[config.mk]
export PLATFORM = sky130hd
export DESIGN_NAME = rect_fbuf_sched
export DESIGN_NICKNAME = d
export VERILOG_FILES = /design/src/rtl/rect_pkg.sv /design/src/rtl/sat_cnt.sv /design/src/rtl/rect_fbuf_sched.sv
export SDC_FILE = /design/constraint.sdc
export NUM_CORES = 1
export LEC_CHECK = 0
export ABC_CLOCK_PERIOD_IN_PS = 2200
export CAP_MARGIN = 15
export CORE_UTILIZATION = 33
export CTS_CLUSTER_DIAMETER = 200
export CTS_CLUSTER_SIZE = 24
export DETAILED_ROUTE_END_ITERATION = 7
export REMOVE_ABC_BUFFERS = 1
export SYNTH_ARGS = -nofsm -noshare
export SYNTH_HDL_FRONTEND = slang
export SYNTH_SLANG_ARGS = --single-unit
[constraint.sdc]
create_clock -name i_Sys_clk -period 2.2 [get_ports i_Sys_clk]
set_clock_uncertainty 0.05 [all_clocks]
set_input_delay 0.44 -clock i_Sys_clk [delete_from_list [all_inputs] [get_ports i_Sys_clk]]
set_output_delay 0.44 -clock i_Sys_clk [all_outputs]
set_load 0.01 [all_outputs]
[src/rtl/rect_pkg.sv]
// rect_pkg: shared types and constants for the triple-buffer frame scheduler
package rect_pkg;
    typedef enum logic [1:0] {IDLE, PRIME, RUN} state_t;
    typedef logic [1:0] idx_t;
    localparam int   NUM_BUF = 3;
    localparam idx_t WR_RST  = 2'd0;
    localparam idx_t RD_RST  = 2'd1;
    localparam idx_t RDY_RST = 2'd2;
    // The three indices always sum to NUM_BUF, so the free one is the remainder.
    function automatic idx_t third(input idx_t a, input idx_t b);
        return idx_t'(NUM_BUF) - a - b;
    endfunction
endpackage

[src/rtl/sat_cnt.sv]
// sat_cnt: saturating event counter
//   i_Sys_clk  clock
//   clr        synchronous clear, wins over inc
//   inc        count one event
//   cnt        count value, holds at all-ones
module sat_cnt #(
    parameter int W = 16
) (
    input  logic         i_Sys_clk,
    input  logic         clr,
    input  logic         inc,
    output logic [W-1:0] cnt
);
    always_ff @(posedge i_Sys_clk)
        cnt <= clr ? '0 : (inc && !(&cnt)) ? cnt + 1'b1 : cnt;
endmodule

[src/rtl/rect_fbuf_sched.sv]
// rect_fbuf_sched: triple-buffer scheduler between the crop/DDR writer and the display reader
//   i_Sys_clk, i_Rst_n          clock, synchronous active-low reset
//   i_Enable                    low forces IDLE and reset indices
//   i_Buffer_addr_0..2          frame buffer base addresses
//   i_Wr_frame_done             writer finished a frame
//   i_Rd_frame_start            reader begins a frame
//   i_Cnt_clr                   clear drop/repeat counters
//   o_Wr_base_addr, o_Wr_idx    buffer the writer fills next
//   o_Rd_base_addr, o_Rd_idx    buffer the reader scans
//   o_Rd_valid                  reader buffer holds a completed frame
//   o_Drop_cnt, o_Repeat_cnt    saturating statistics
module rect_fbuf_sched
    import rect_pkg::*;
#(
    parameter int AW   = 32,
    parameter int CNTW = 16
) (
    input  logic            i_Sys_clk,
    input  logic            i_Rst_n,
    input  logic            i_Enable,
    input  logic [AW-1:0]   i_Buffer_addr_0,
    input  logic [AW-1:0]   i_Buffer_addr_1,
    input  logic [AW-1:0]   i_Buffer_addr_2,
    input  logic            i_Wr_frame_done,
    input  logic            i_Rd_frame_start,
    input  logic            i_Cnt_clr,
    output logic [AW-1:0]   o_Wr_base_addr,
    output logic [AW-1:0]   o_Rd_base_addr,
    output logic            o_Rd_valid,
    output logic [1:0]      o_Wr_idx,
    output logic [1:0]      o_Rd_idx,
    output logic [CNTW-1:0] o_Drop_cnt,
    output logic [CNTW-1:0] o_Repeat_cnt
);
    state_t state, state_n;
    idx_t   wr_idx, rd_idx, rdy_idx, wr_n, rd_n, rdy_n;
    logic   rdy_valid, rdy_valid_n, rd_valid_n;
    logic   active, wr_ev, rd_ev, take, drop_inc, rep_inc;

    function automatic logic [AW-1:0] pick(input idx_t i);
        return i == 2'd2 ? i_Buffer_addr_2 : i == 2'd1 ? i_Buffer_addr_1 : i_Buffer_addr_0;
    endfunction

    always_comb begin
        active      = i_Enable && state != IDLE;
        wr_ev       = active && i_Wr_frame_done;
        rd_ev       = active && i_Rd_frame_start;
        // The reader gets a new frame either from the ready slot or, on a
        // simultaneous write completion, straight from the writer's buffer.
        take        = rd_ev && (wr_ev || rdy_valid);
        drop_inc    = wr_ev && rdy_valid;
        rep_inc     = rd_ev && !wr_ev && !rdy_valid;
        wr_n        = !i_Enable ? WR_RST : wr_ev ? third(wr_idx, rd_idx) : wr_idx;
        rd_n        = !i_Enable ? RD_RST : (take && wr_ev) ? wr_idx : take ? rdy_idx : rd_idx;
        rdy_n       = !i_Enable ? RDY_RST : take ? rd_idx : wr_ev ? wr_idx : rdy_idx;
        rdy_valid_n = !i_Enable ? 1'b0 : take ? 1'b0 : wr_ev ? 1'b1 : rdy_valid;
        rd_valid_n  = !i_Enable ? 1'b0 : take ? 1'b1 : o_Rd_valid;
        state_n     = !i_Enable ? IDLE : state == IDLE ? PRIME : take ? RUN : state;
    end

    always_ff @(posedge i_Sys_clk) begin
        if (!i_Rst_n) begin
            state          <= IDLE;
            wr_idx         <= WR_RST;
            rd_idx         <= RD_RST;
            rdy_idx        <= RDY_RST;
            rdy_valid      <= 1'b0;
            o_Rd_valid     <= 1'b0;
            o_Wr_base_addr <= i_Buffer_addr_0;
            o_Rd_base_addr <= i_Buffer_addr_1;
        end else begin
            state          <= state_n;
            wr_idx         <= wr_n;
            rd_idx         <= rd_n;
            rdy_idx        <= rdy_n;
            rdy_valid      <= rdy_valid_n;
            o_Rd_valid     <= rd_valid_n;
            o_Wr_base_addr <= pick(wr_n);
            o_Rd_base_addr <= pick(rd_n);
        end
    end

    assign o_Wr_idx = wr_idx;
    assign o_Rd_idx = rd_idx;

    sat_cnt #(.W(CNTW)) u_drop (
        .i_Sys_clk(i_Sys_clk),
        .clr      (!i_Rst_n || i_Cnt_clr),
        .inc      (drop_inc),
        .cnt      (o_Drop_cnt)
    );

    sat_cnt #(.W(CNTW)) u_repeat (
        .i_Sys_clk(i_Sys_clk),
        .clr      (!i_Rst_n || i_Cnt_clr),
        .inc      (rep_inc),
        .cnt      (o_Repeat_cnt)
    );
endmodule

=== After elaboration in Yosys (flattened, before gate mapping) ===
Index checks and enable logic that the tools add are counted.

* Muxes and demuxes: 15
* Reduce and logical (&&, ||, !) cells: 26
* $add $sub $neg: 4
* Bitwise logic cells: 2
* Equal/unequal tests: 4

{| class="wikitable"
|+ Operators by type and width
! cell !! number
|-
| $mux W32 || 6
|-
| $add A16 B1 Y16 const B || 2
|-
| $reduce_and A16 Y1 || 2
|-
| $mux W2 || 7
|-
| $logic_and A1 B1 Y1 || 10
|-
| $reduce_bool A2 Y1 || 3
|-
| $reduce_or A3 Y1 || 2
|-
| $logic_not A1 Y1 || 5
|-
| $eq A2 B1 Y1 const B || 2
|-
| $eq A2 B2 Y1 const B || 2
|-
| $logic_not A2 Y1 || 1
|-
| $logic_or A1 B1 Y1 || 2
|-
| $mux W1 || 2
|-
| $not A1 Y1 || 2
|-
| $reduce_and A2 Y1 || 1
|-
| $sub A2 B2 Y2 || 1
|-
| $sub A2 B2 Y2 const A || 1
|}

* Register bits: 106
* Logic and storage cells: 62
* Input bits: 102
* Output and inout bits: 101

=== Depth between registers and ports, before layout ===
Gate-level depths: netlist of run 1.

* Depth after elaboration: 12
* Gate-level depth with buffers: 8

=== Cells and area by module ===
From an unflattened synthesis of run 1, not the netlist that was laid out.

* Cells, all modules: 590
* Area, all modules: 5,231.3 um^2

{| class="wikitable"
|+ Modules (own cells, without submodules)
! module !! area an instance (um^2) !! times used !! cells each
|-
| rect_fbuf_sched || 3,564.7 || 1 || 398
|-
| sat_cnt || 833.3 || 2 || 96
|}

=== Worst setup path before layout of run 1 ===
Ideal clock, no wire load.

* Path type: register to register
* Start point: register wr_idx[0] (netlist: o_Wr_idx[0])
* End point: register o_Wr_base_addr[10]
* Buffers on the path: 1
* Cell stages (with the launch flop): 8
* Arrival: 1.962 ns
* Setup slack: 0.122 ns
* Data required time: 2.084 ns
* Cells stage by stage: dfxtp_1 ha_1 xor2_1 or3_1 a211o_1 a21oi_4 buf_6 a2bb2oi_2

* Longest elaborated chain between the ends: 8
* Elaborated cells between the ends (all ways): 9
* Classes of those cells: add/sub: 2; eq/ne: 2; mux: 5

{| class="wikitable"
|+ Ends and longest elaborated chain
! element !! RTL line !! source
|-
| start, declared || rect_fbuf_sched.sv:36 || <nowiki>idx_t wr_idx, rd_idx, rdy_idx, wr_n, rd_n, rdy_n;</nowiki>
|-
| start signal, assigned || rect_fbuf_sched.sv:73 || <nowiki>wr_idx <= wr_n;</nowiki>
|-
| $sub A2 B2 Y2 (2 in series) || rect_pkg.sv:11 || <nowiki>return idx_t'(NUM_BUF) - a - b;</nowiki>
|-
| $mux W2 (*) (2 in series) || rect_fbuf_sched.sv:53 || <nowiki>wr_n = !i_Enable ? WR_RST : wr_ev ? third(wr_idx, rd_idx) : wr_idx;</nowiki>
|-
| $eq A2 B1 Y1 || rect_fbuf_sched.sv:41 || <nowiki>return i == 2'd2 ? i_Buffer_addr_2 : i == 2'd1 ? i_Buffer_addr_1 : i_Buffer_addr_0;</nowiki>
|-
| $mux W32 || rect_fbuf_sched.sv:41 ||
|-
| $mux W32 (*) || rect_fbuf_sched.sv:41 ||
|-
| $mux W32 (*) || rect_fbuf_sched.sv:62 || <nowiki>if (!i_Rst_n) begin</nowiki>
|-
| end signal, assigned || rect_fbuf_sched.sv:69 || <nowiki>o_Wr_base_addr <= i_Buffer_addr_0;</nowiki>
|-
| end signal, assigned || rect_fbuf_sched.sv:78 || <nowiki>o_Wr_base_addr <= pick(wr_n);</nowiki>
|-
| end, declared || rect_fbuf_sched.sv:27 || <nowiki>output logic [AW-1:0] o_Wr_base_addr,</nowiki>
|}

Every way passes the cells marked *; elsewhere a longest branch is shown, timed or not.
A chain may end at the register's enable or synchronous reset.

=== Final worst setup path of run 1 ===
* Start point: input i_Rd_frame_start
* End point: register o_Rd_base_addr[31]

* Longest elaborated chain between the ends: 9
* Elaborated cells between the ends (all ways): 11
* Classes of those cells: eq/ne: 2; mux: 6; reduce/logical: 3

{| class="wikitable"
|+ Ends and longest elaborated chain
! element !! RTL line !! source
|-
| start, declared || rect_fbuf_sched.sv:25 || <nowiki>input logic i_Rd_frame_start,</nowiki>
|-
| $logic_and A1 B1 Y1 (*) || rect_fbuf_sched.sv:47 || <nowiki>rd_ev = active && i_Rd_frame_start;</nowiki>
|-
| $logic_and A1 B1 Y1 (*) || rect_fbuf_sched.sv:50 || <nowiki>take = rd_ev && (wr_ev || rdy_valid);</nowiki>
|-
| $mux W2 or $logic_and A1 B1 Y1 (tied branches) || rect_fbuf_sched.sv:54 || <nowiki>rd_n = !i_Enable ? RD_RST : (take && wr_ev) ? wr_idx : take ? rdy_idx : rd_idx;</nowiki>
|-
| $mux W2 (*) (2 in series) || rect_fbuf_sched.sv:54 ||
|-
| $eq A2 B1 Y1 || rect_fbuf_sched.sv:41 ||
|-
| $mux W32 || rect_fbuf_sched.sv:41 ||
|-
| $mux W32 (*) || rect_fbuf_sched.sv:41 ||
|-
| $mux W32 (*) || rect_fbuf_sched.sv:62 ||
|-
| end signal, assigned || rect_fbuf_sched.sv:70 || <nowiki>o_Rd_base_addr <= i_Buffer_addr_1;</nowiki>
|-
| end signal, assigned || rect_fbuf_sched.sv:79 || <nowiki>o_Rd_base_addr <= pick(rd_n);</nowiki>
|-
| end, declared || rect_fbuf_sched.sv:28 || <nowiki>output logic [AW-1:0] o_Rd_base_addr,</nowiki>
|}

Marked as above.

==> flow_summary_export.csv, run 1 <==
group,metric,value,unit
clock_network,cts_tree,"yes",
finish,stdcell_area,0.00864,mm^2
detailed_routing,drc,0,
timing,fmax,0.468,GHz
pwr,clockPowerShare,38.2,%
finish,most-common-layout-cells,"clkdlybuf4s50_1 (199), dfxtp_1 (104), nand4_1 (71)",
pwr,combPwrFrac,17.8,%
detailed_routing,ant_nets,0,
grt,antenna_found_initial,0,
clock_network,cts_buffer_depth,2,
pwr,p_sw,1.13,mW
setup_path,crit_type,"in2reg",
clock_network,clock_sinks,106,
grt,grt_use_total,22.4,%
clock_network,cts-root-buf,"clkbuf_16",
finish,area_delta_synth_final,59.7,%
floorplanning,die_y,130,um
pwr,power.internal,3.50,mW
detailed_routing,vias_per_cell,5.54,
yosys,ys_seq_area_share,39.2,%
timing,worst_pin_slew,0.409,ns
floorplanning,core-area,0.0159,mm^2
detailed_routing,dr.pass1.iters,4,
timing,holdWs,0.420,ns
setup_path,arrival,2.35,ns
floorplanning,fp-row-count,46,
finish,fin_nets,914,
floorplanning,start_util,33.9,%
yosys,synth.largest_area_cell,"dfxtp_1",
timing,finalSetupViolations,0,
setup_path,critPathMaxFanout,16,
grt,grt_first_pass_wirelength,29100,um
yosys,synthTopCellsByArea,"dfxtp_1 (39%), a2bb2oi_2 (8.3%), nand4_1 (8.2%), o2111ai_1 (5.7%), nand4b_1 (5.5%)",
placed_design,gp_congestion,0.853,
timing,relSlewSlack,72.7,%
finish,nFillCells,1416,
clock_network,clk_pin_slew,0.07,ns
setup_path,worstSetupEndpointType,"flip-flop",
yosys,yosys.area.top_type_share,39.2,%
yosys,syn_area_per_cell,9.30,um^2
timing,min_period,2.14,ns
grt,grt_max_degree,56,
detailed_routing,via_count,5708,
setup_path,start_kind,"primary input",
yosys,synthCells,582,
timing,drv_slew,0,
pwr,swShare,24.4,%
detailed_routing,routed_wl,18900,um
grt,gr-total-overflow,0,
placed_design,io_buffer_count,202,
job,maxCapViolCount,0,
finish,finalCoreUtilization,54.2,%
setup_path,crit_required,2.41,ns
clock_network,hold_buffers,0,
grt,grt_pass1_vias,5611,
detailed_routing,drtIter0Drc,300,
finish,drive_gt1_share,18.2,%
yosys,synthDistinctLibCells,53,
yosys,async_reset_ff_share,0,%
min_path,hp-class,"reg2reg",
pwr,p_seq_share,43.9,%
pwr,p_total,4.64,mW
yosys,syn-cell-area,0.00541,mm^2
yosys,synth-seq-cells,106,
pwr,p_leak,3.05,nW
placed_design,dp_hpwl,13600,um
detailed_routing,avgRoutedWirePerCell,18.4,um
finish,antenna_cells,0,
pwr,max-vdd-ir-drop,0.000437,V
yosys,yosysWarningCount,0,
finish,layout_commonest_cell,"clkdlybuf4s50_1",
run_status,outcome,"completed",
yosys,synth_edf_count,0,
pwr,pwr_density_cell,536,mW/mm^2
yosys,synth_top_flop_cell,"dfxtp_1",
clock_network,clk_latency,0.35,ns
timing,finalHoldViolations,0,
floorplanning,pin_count,203,
clock_network,cts_buffers,9,
floorplanning,die-area,0.0169,mm^2
placed_design,placed_area,0.00811,mm^2
floorplanning,die_w,130,um
timing,fin_crit_sh,97.1,%
clock_network,htreeDepth,3,
timing,setup_tns,0,ns
-- registers in the layout, indices dropped and copies added, names as in the netlist --
signal          flops
o_Rd_base_addr     32
o_Rd_idx            2
o_Rd_valid          1
o_Wr_base_addr     32
o_Wr_idx            2
rdy_idx             2
rdy_valid           1
state               2
u_drop.cnt         16
u_repeat.cnt       16
-- Yosys cell counts, drive strengths merged, types with 2 or more instances --
cell	count
a211oi	11
a21oi	6
a2bb2oi	33
a31oi	2
and2	2
and3	4
and4	2
buf	18
clkbuf	38
dfxtp	106
ha	3
inv	41
mux2i	3
nand2	14
nand2b	2
nand3	8
nand4	71
nand4b	34
nor2	43
nor3	7
nor4	6
o2111ai	36
o211a	2
o211ai	6
o21a	2
o21ai	7
o22ai	32
or2	2
or3	3
xnor2	14
xor2	14
-- critical path, cell delays in order --
cell,delay (ns)
clkdlybuf4s50_1,0.52
o211ai_2,0.13
buf_4,0.17
nor3_1,0.16
buf_4,0.15
a211oi_4,0.04
buf_4,0.16
o21a_1,0.20
buf_6,0.17
o2111ai_1,0.21
-- cells by family (layout without fill, tap and decap cells) --
group                    Yosys count  count (layout)  share of synthesized area, %
AND/OR/NAND/NOR                  203             203                          22.7
AO/OA/AOI/OAI                    142             142                          24.5
flip-flops                       106             106                          39.2
buffers and inverters             97             329                          7.84
XOR/XNOR                          28              28                          4.53
adder cells (fa/ha/maj)            3               3                         0.694
multiplexers                       3               3                         0.555
-- final timing paths --
kind | from | end | slack [ns] | cells after the start
worst max-delay path | i_Rd_frame_start | o_Rd_base_addr[31] | 0.06 | 10
worst min register to register | o_Rd_valid | o_Rd_valid | 0.42 | 2
worst min-delay path | o_Rd_valid | o_Rd_valid | 0.42 | 2
worst max register to register | o_Wr_idx[0] | o_Wr_base_addr[30] | 0.09 | 8
-- what timing repair did --
item                                   CTS  global route
gates cloned                             1             2
gates resized for setup                 13            13
endpoints found under the hold margin    0             0
setup endpoints to repair               68            57
buffers inserted                         3             1
pin swaps                                4             2
-- power by group through the flow --
stage	Combinational [mW]	Sequential, mW	Clock (mW)
2_1_floorplan	0.198	2.11	0
3_3_place_gp	0.788	2.08	0
3_5_place_dp	0.798	2.08	0
4_1_cts	0.815	2.04	1.83
5_1_grt	0.874	2.04	1.90
6_report	0.826	2.04	1.77
-- routing by layer --
layer  global-route usage, %  part of all wire, %  vias to the layer above  wire [um]
met5                       0                    0                        -          0
met4                    5.95                  1.6                        0        301
met3                    7.67                  8.6                       23       1630
met2                    37.4                   47                      245       8900
met1                    27.3                   43                     2742       8080
li1                        -                    -                     2698          -
-- stage by stage --
stage          std cells  setup slack (ns)
6_report            1030            0.0637
5_1_grt             1030          -0.00289
4_1_cts             1028            0.0291
2_1_floorplan        526             -2.47
3_5_place_dp        1008            -0.510
3_3_place_gp        1008            -0.430
-- layout make-up --
cell class	instances	area [um^2]	area share, %
repair buffers	272	2780	32.1
clock buffers	11	243	2.81
well taps	216	270	3.13
inverters	41	154	1.78
clock inverters	5	77.6	0.897
flip-flops and latches	106	2120	24.6
multi-input cells	379	3000	34.7
Note: power is estimated with default switching activity, not from simulation.
==> run 2, diff against run 1 <==
--- a/config.mk
+++ b/config.mk
@@ -7,10 +7,11 @@
 export LEC_CHECK = 0
 export ABC_CLOCK_PERIOD_IN_PS = 2200
 export CAP_MARGIN = 15
-export CORE_UTILIZATION = 33
+export CORE_UTILIZATION = 37
 export CTS_CLUSTER_DIAMETER = 200
 export CTS_CLUSTER_SIZE = 24
 export DETAILED_ROUTE_END_ITERATION = 7
+export PLACE_DENSITY = 0.69
 export REMOVE_ABC_BUFFERS = 1
 export SYNTH_ARGS = -nofsm -noshare
 export SYNTH_HDL_FRONTEND = slang
==> flow_summary_export.csv, run 2 (same netlist as run 1, synthesis figures left out) <==
group,metric,value,unit
run_status,outcome,"completed",
clock_network,clock_sinks,106,
setup_path,arrival,2.28,ns
finish,register_area,0.00212,mm^2
setup_path,crit_slowest_cell,"dfxtp_1",
finish,layout_commonest_cell,"clkdlybuf4s50_1",
floorplanning,core-area,0.0141,mm^2
finish,instances_no_fill,973,
finish,area_delta_synth_final,53.0,%
detailed_routing,ant_nets,0,
setup_path,crit_chain,"o21a_1 > a32o_1 > a211oi_4 > buf_6 > o21a_2 > bufbuf_16 > o2111ai_1",
setup_path,worstReg2RegStart,"state[1]",
timing,grt_setup_unrepaired,"false",
placed_design,io_buffer_count,202,
grt,grt_pass1_vias,5748,
grt,grt_first_pass_wirelength,28400,um
grt,antenna_found_initial,0,
timing,finalHoldViolations,0,
setup_path,crit_type,"reg2reg",
job,maxCapViolCount,0,
clock_network,cts_setup_buffers,0,
finish,most-common-layout-cells,"clkdlybuf4s50_1 (198), dfxtp_1 (105), nand4_1 (71)",
detailed_routing,drc,0,
timing,worst_pin_slew,0.358,ns
placed_design,placedCellCount,958,
clock_network,cts-root-buf,"clkbuf_16",
pwr,pwr_density_cell,531,mW/mm^2
pwr,p_leak,2.91,nW
pwr,p_total,4.40,mW
pwr,max-vdd-ir-drop,0.000430,V
min_path,hold_end,"o_Wr_idx[1]",
floorplanning,fp-row-count,43,
finish,drive_gt1_share,14.6,%
setup_path,critPathMaxFanout,13,
timing,finalSetupViolations,0,
setup_path,rr_worst_depth,7,
floorplanning,die_w,123,um
timing,fin_crit_sh,95.8,%
finish,multi_input_area,0.00293,mm^2
setup_path,r2r_end,"o_Rd_base_addr[28]",
finish,antenna_cells,0,
floorplanning,die_y,123,um
detailed_routing,drtIter0Drc,380,
timing,fmax,0.475,GHz
placed_design,dp_hpwl,13000,um
finish,top_regs,"o_Rd_base_addr: 32 flops, o_Wr_base_addr: 32 flops",
clock_network,cts_buffer_depth,2,
timing,min_period,2.11,ns
setup_path,reg2reg_slack,0.09,ns
placed_design,gp_congestion,0.895,
detailed_routing,avgRoutedWirePerCell,18.9,um
finish,stdcell_area,0.00828,mm^2
timing,setup_ws,0.0929,ns
floorplanning,die-area,0.0151,mm^2
grt,met1_usage,27.1,%
grt,gr-total-overflow,0,
grt,top_usage_layer,"met2",
min_path,hp-start,"i_Rst_n",
placed_design,placed_area,0.00792,mm^2
clock_network,clk_latency,0.35,ns
placed_design,place_ws,-0.502,ns
grt,grt_use_total,24.4,%
setup_path,crit_required,2.37,ns
grt,grtUsageMet2,40.7,%
floorplanning,pin_count,203,
min_path,hp-class,"in2reg",
timing,relSlewSlack,76.0,%
finish,nFillCells,1231,
setup_path,slowest_delay,0.38,ns
clock_network,cts_tree,"yes",
detailed_routing,via_count,5683,
clock_network,htreeDepth,3,
setup_path,start_kind,"flip-flop",
grt,grt_max_degree,65,
detailed_routing,vias_per_cell,5.84,
grt,grt_use_met3,9.36,%
setup_path,worstSetupEndpointType,"flip-flop",
clock_network,clk_pin_slew,0.07,ns
finish,finalCoreUtilization,58.8,%
detailed_routing,routed_wl,18300,um
detailed_routing,dr.pass1.iters,5,
finish,fin_nets,895,
min_path,min_path_cells,3,
timing,drv_slew,0,
floorplanning,start_util,38.4,%
clock_network,hold_buffers,0,
clock_network,cts_buffers,9,
## run 2: changes by cell type in the layout (fill, tap and decap cells not counted), moves of 3 or more
cell      delta
buf_12       -5
buf_4       -12
clkbuf_8     +3
o22ai_1      +7
o22ai_2      -7
## run 2: worst max path at each step
stage                startpoint                  to  slack [ns]
floorplan               i_Rst_n   o_Rd_base_addr[0]       -2.47
global placement       i_Enable  o_Rd_base_addr[22]       -0.49
detailed placement     i_Enable  o_Rd_base_addr[22]       -0.50
CTS                 o_Wr_idx[0]  o_Wr_base_addr[10]        0.01
global route           state[1]  o_Rd_base_addr[31]       0.006
finish                 state[1]  o_Rd_base_addr[28]        0.09
## run 2: critical path: cells and delay by family, from the launching register on
kind / cells / cell delay, ns
AO/OA/AOI/OAI: 5 / 1.09
flip-flops: 1 / 0.38
buffers and inverters: 2 / 0.47
## run 2: cell type report
class | count | share of cell area [%]
clock buffers | 13 | 3.38
clock inverters | 1 | 0.106
inverters | 41 | 1.86
multi-input cells | 379 | 35.4
flip-flops and latches | 106 | 25.6
well taps | 180 | 2.72
repair buffers | 253 | 30.9
## run 2: report_power, final
group	internal [mW]	total, mW	switching (mW)
Clock	0.882	1.58	0.702
Combinational	0.442	0.779	0.336
Sequential	2.00	2.03	0.0322
## run 2: repair_timing
action                     CTS  global route
pin swaps                    1             2
setup endpoints to repair   70            40
cloned                       1             0
gates resized for setup      7             8
## run 2: metal layers
layer | routed length, um | vias up
li1 | - | 2656
met1 | 7200 | 2761
met2 | 8870 | 227
met3 | 1640 | 39
met4 | 633 | 0
met5 | 0 | -
## run 2: through the flow
step | hold WS (ns) | TNS, ns
2_1_floorplan | 0.396 | -109.73
3_3_place_gp | 0.415 | -32.34
3_5_place_dp | 0.426 | -35.72
4_1_cts | 0.412 | 0
5_1_grt | 0.436 | 0
6_report | 0.428 | 0
==> edit 1 (flow settings as in run 2) <==
The 3 states of `state_t` get a one-hot encoding in 3 bits.
--- a/src/rtl/rect_pkg.sv
+++ b/src/rtl/rect_pkg.sv
@@ -1,6 +1,6 @@
 // rect_pkg: shared types and constants for the triple-buffer frame scheduler
 package rect_pkg;
-    typedef enum logic [1:0] {IDLE, PRIME, RUN} state_t;
+    typedef enum logic [2:0] {IDLE = 3'b001, PRIME = 3'b010, RUN = 3'b100} state_t;
     typedef logic [1:0] idx_t;
     localparam int   NUM_BUF = 3;
     localparam idx_t WR_RST  = 2'd0;
Behaviour: no difference found for any inputs over 10 cycles, from zero or initial values and one cycle with i_Rst_n low; not proved beyond that.
==> edit 1 against run 2 <==
Sequential cell count grew 1; via count rose by 12%; synthesized area is 12% higher; wire length is 6.6% higher; power up 7.5%; worst setup slack worse by 18 ps; global-route usage is 0.60 points lower; synthesized cell count is 28% higher; design area rose by 9.2%; non-clock buffer count grew 14; count of clock-buffer cells in the layout unchanged; die area grew 12%.
==> edit 1: results (changes against run 2) <==
stage,metric,value,unit,change
setup_path,"Arr. time, crit path",2330,ps,+50 ps
place,RePlAce Congestion,0.865,,-3.4%
place,pre-CTS setup slack,-320,ps,+183 ps
place,dpl cell area,8660,sq um,+9.4%
finish,Filler cells,1455,,+18%
place,hpwl dp,13900,microns,+6.8%
power_and_ir_drop,sequential logic power,2.07,mW,+2%
sta,Tcrit/Tclk final,96.6,%,+0.84 points
global_route,vias in the first global route,6094,,+6.0%
clocking,clk slew on worst S/H paths,70,ps,about the same
setup_path,end of the critical path,u_repeat.cnt[12],,
status,status,completed,,
clocking,htree depth,3,,unchanged
routing,DRT Pass-1 Iters,5,,unchanged
power_and_ir_drop,Clock net power,1.72,mW,+9%
setup_path,R2R Setup Slk,120,ps,+30 ps
synthesis,Yosys top cell area share,35.4,%,-3.8 points
setup_path,FF-to-FF End,o_Wr_base_addr[0],,
synthesis,sequential cell area fraction in the yosys report,35.4,%,-3.8 points
setup_path,critical path's slowest cell,or4_1,,
setup_path,CP startpoint,i_Enable,,
synthesis,Unique masters post-synth,61,,+15%
global_route,first-pass GRT wire length,31100,microns,+9.4%
synthesis,commonest cells in the netlist,"dfxtp_1 (107), nand3_1 (78), nor2_1 (76)",,
setup_path,worst r2r src,state[2],,
power_and_ir_drop,Power Internal,3.51,mW,+5.6%
worst_hold_path,Hold Path Depth,2,,-1
routing,Initial DRC Count,405,,+6.6%
power_and_ir_drop,Psw,1.22,mW,+14%
global_route,initial antenna violation count,0,,unchanged
synthesis,Area contributors post-synth,"dfxtp_1 (35%), o221ai_2 (7.5%), nand3_1 (6.5%)",,
setup_path,Worst path max stage delay,560,ps,+180 ps
sta,Slew HR,72.4,%,-3.6 points
power_and_ir_drop,leakage,3.35,nW,+15%
routing,WL met2,9160,microns,+3.3%
sta,WHS,440,ps,+12.4 ps
finish,"non-filler cells, final",1181,,+21%
global_route,largest net degree at the start of global routing,69,,+6.2%
worst_hold_path,Hold Path Class,reg2reg,,
setup_path,Worst R2R Path Depth,6,,-1
global_route,total track usage,23.8,%,-0.60 points
routing,Routed WL per cell,16.6,microns,-12%
setup_path,CP max FO,5,,-8
worst_hold_path,Hold Path End,o_Rd_valid,,
routing,vias per cell,5.37,,-8.1%
clocking,PostCTS Resize Cnt,0,,-7
routing,Metal-1 WL,8390,microns,+17%
finish,Final nets,1065,,+19%
global_route,GR Util met3,7.05,%,-2.3 points
synthesis,Post-Syn Instances,744,,+28%
setup_path,cell family with most CP delay,simple AND/OR/NAND/NOR gates,,
worst_hold_path,Worst Hold Launch,o_Rd_valid,,
finish,share of cells above drive strength 1,14.0,%,-0.64 points
power_and_ir_drop,maximum VDD drop,0.000392,V,-8.8%
global_route,met1 Usage GRT,29.5,%,+2.5 points
global_route,met2 GRT Util,39.5,%,-1.2 points
routing,met3 routed WL,1640,microns,+0.12%
finish,P&R area growth vs syn,49.6,%,
edit 1: changes by cell type after synthesis, moves of 30 or more:
cell       change
nand4b_1      -32
mux2i_1       +31
o221ai_2      +30
o22ai_1       -31
nand2_1       +43
o2111ai_1     -33
a211oi_1      +33
a2bb2oi_2     -30
nor4_1        +35
nand4_1       -66
nor2_1        +33
o21ai_0       +31
nand3_1       +70
edit 1: cells by family (layout without fill, tap and decap cells):
group                      after synthesis  count (layout)  share of synthesized area [%]
and+or+nand+nor                        296             296                           24.3
AOI/OAI and AO/OA                      156             156                           22.3
buffers and inverters                  128             349                           8.84
DFF                                    107             107                           35.4
muxes                                   34              34                           5.63
xor gates and xnor gates                20              20                           2.90
adders and majority gates                3               3                          0.621
edit 1: layout make-up:
class | count | share of cell area [%]
inverter | 66 | 2.74
multi-input combinational | 509 | 37.9
clock inverter | 3 | 0.498
sequential | 107 | 23.7
tap | 216 | 2.99
clock buffer | 13 | 2.99
timing repair buffer | 267 | 29.2
==> edit 2 (settings of run 2) <==
Without the edit above. The parameter `AW` goes from 32 to 64.
--- a/src/rtl/rect_fbuf_sched.sv
+++ b/src/rtl/rect_fbuf_sched.sv
@@ -12,7 +12,7 @@
 module rect_fbuf_sched
     import rect_pkg::*;
 #(
-    parameter int AW   = 32,
+    parameter int AW   = 64,
     parameter int CNTW = 16
 ) (
     input  logic            i_Sys_clk,
Ports: changed (5 resized); port bits go from 203 to 363. The function was not compared with the original's and may differ.
==> edit 2 against run 2 <==
Design area grew 65%; power is 77% higher; maximum frequency shrank 1.5%; worst setup slack got worse by 32 ps; critical path type unchanged; synthesized area is 59% higher; sequential cell count increased by 64; wire length grew 84%.
==> edit 2: results (changes against run 2) <==
stage,metric,value,unit,change
global_route,initial antenna violation count,1,,+1
finish,clkbuf count,20,,+7
synthesis,Post-Syn Instances,978,,+68%
setup_path,"Arr. time, crit path",2430,ps,+150 ps
finish,Clock buf/inv share,4.21,%,+0.72 points
synthesis,Synth Area in Adders,0.436,%,-0.26 points
setup_path,Worst R2R Path Depth,8,,+1
place,port bufs,362,,+79%
synthesis,Synth Area in XOR/XNOR,2.85,%,-1.7 points
clocking,PostCTS Resize Cnt,4,,-3
finish,fraction of area in multi-input gates,34.0,%,-1.4 points
finish,"non-filler cells, final",1622,,+67%
clocking,clk root buf,clkbuf_16,,
clocking,post-CTS setup buffers,3,,+3
place,dpl cell area,12800,sq um,+62%
power_and_ir_drop,maximum VDD drop,0.000467,V,+8.6%
finish,share of cells above drive strength 1,13.2,%,-1.5 points
global_route,total track usage,27.1,%,+2.7 points
place,RePlAce Congestion,0.830,,-7.3%
clocking,CTS max path bufs,2,,unchanged
setup_path,critical path's slowest cell,a211o_4,,
routing,Routed WL per cell,20.8,microns,+11%
routing,Initial DRC Count,566,,+49%
finish,Sequential cell area,3410,sq um,+60%
synthesis,sequential cell area fraction in the yosys report,39.5,%,+0.29 points
setup_path,Worst path max stage delay,360,ps,-20 ps
floorplanning,core footprint,22700,sq um,+61%
finish,Largest regs,"o_Rd_base_addr (64), o_Wr_base_addr (64)",,
clocking,htree depth,4,,+1
finish,Non-clock buffer share,32.3,%,+1.4 points
finish,Non-Clock Inverter Count,73,,+78%
power_and_ir_drop,Power Internal,5.78,mW,+74%
synthesis,Area contributors post-synth,"dfxtp_1 (40%), or3_1 (9.5%), a2bb2oi_2 (9.4%)",,
routing,vias per cell,5.78,,-0.98%
clocking,Clock Latency Late Sink,420,ps,+70 ps
setup_path,cell family with most CP delay,compound AO/OA/AOI/OAI gates,,
global_route,largest net degree at the start of global routing,67,,+3.1%
synthesis,compound-gate portion of the synthesized area,25.6,%,+1.1 points
clocking,CTS Buf Count,17,,+8
global_route,vias in the first global route,9211,,+60%
finish,Multi-input gate area,4650,sq um,+59%
setup_path,R2R Setup Slk,60,ps,-30 ps
synthesis,number of synthesized register bits,170,,+60%
place,hpwl dp,22200,microns,+71%
sta,worst slew pin tran,650,ps,+292 ps
synthesis,commonest cells in the netlist,"dfxtp_1 (170), or3_1 (131), nand2_1 (78)",,
setup_path,CP max FO,14,,+1
global_route,first-pass GRT wire length,50800,microns,+79%
power_and_ir_drop,leakage,4.92,nW,+69%
place,pre-CTS setup slack,-547,ps,-45.3 ps
synthesis,mux cell area share after synthesis,0.349,%,-0.21 points
setup_path,worst r2r src,o_Wr_idx[0],,
finish,Filler cells,1989,,+62%
finish,Repair and plain buffers,426,,+68%
status,status,completed,,
finish,Final nets,1525,,+70%
==> edit 2: routing by layer <==
metal  share of wire (%)  GRT usage (%)  up-vias
li1                    -              -     4374
met1                  40           32.5     4534
met2                  49           46.6      424
met3                 8.6           7.85       47
met4                 2.1           8.06        2
met5               0.038              0        -
==> edit 2: how the worst min path moves through the flow <==
stage	depth (start not counted)	endpoint
5_1_grt	3	o_Wr_idx[1]
3_3_place_gp	2	o_Rd_valid
6_report	3	o_Wr_idx[1]
3_5_place_dp	2	rdy_idx[1]
2_1_floorplan	2	rdy_idx[1]
4_1_cts	3	o_Wr_idx[1]
==> edit 2: power by group through the flow <==
| stage | registers (mW) | logic (mW) | clock network [mW] |
|---|---|---|---|
| after floorplan | 3.44 | 0.364 | 0 |
| after global placement | 3.36 | 1.42 | 0 |
| after detailed placement | 3.36 | 1.43 | 0 |
| after CTS | 3.29 | 1.44 | 3.09 |
| after global routing | 3.31 | 1.56 | 3.23 |
| final | 3.29 | 1.48 | 3.03 |
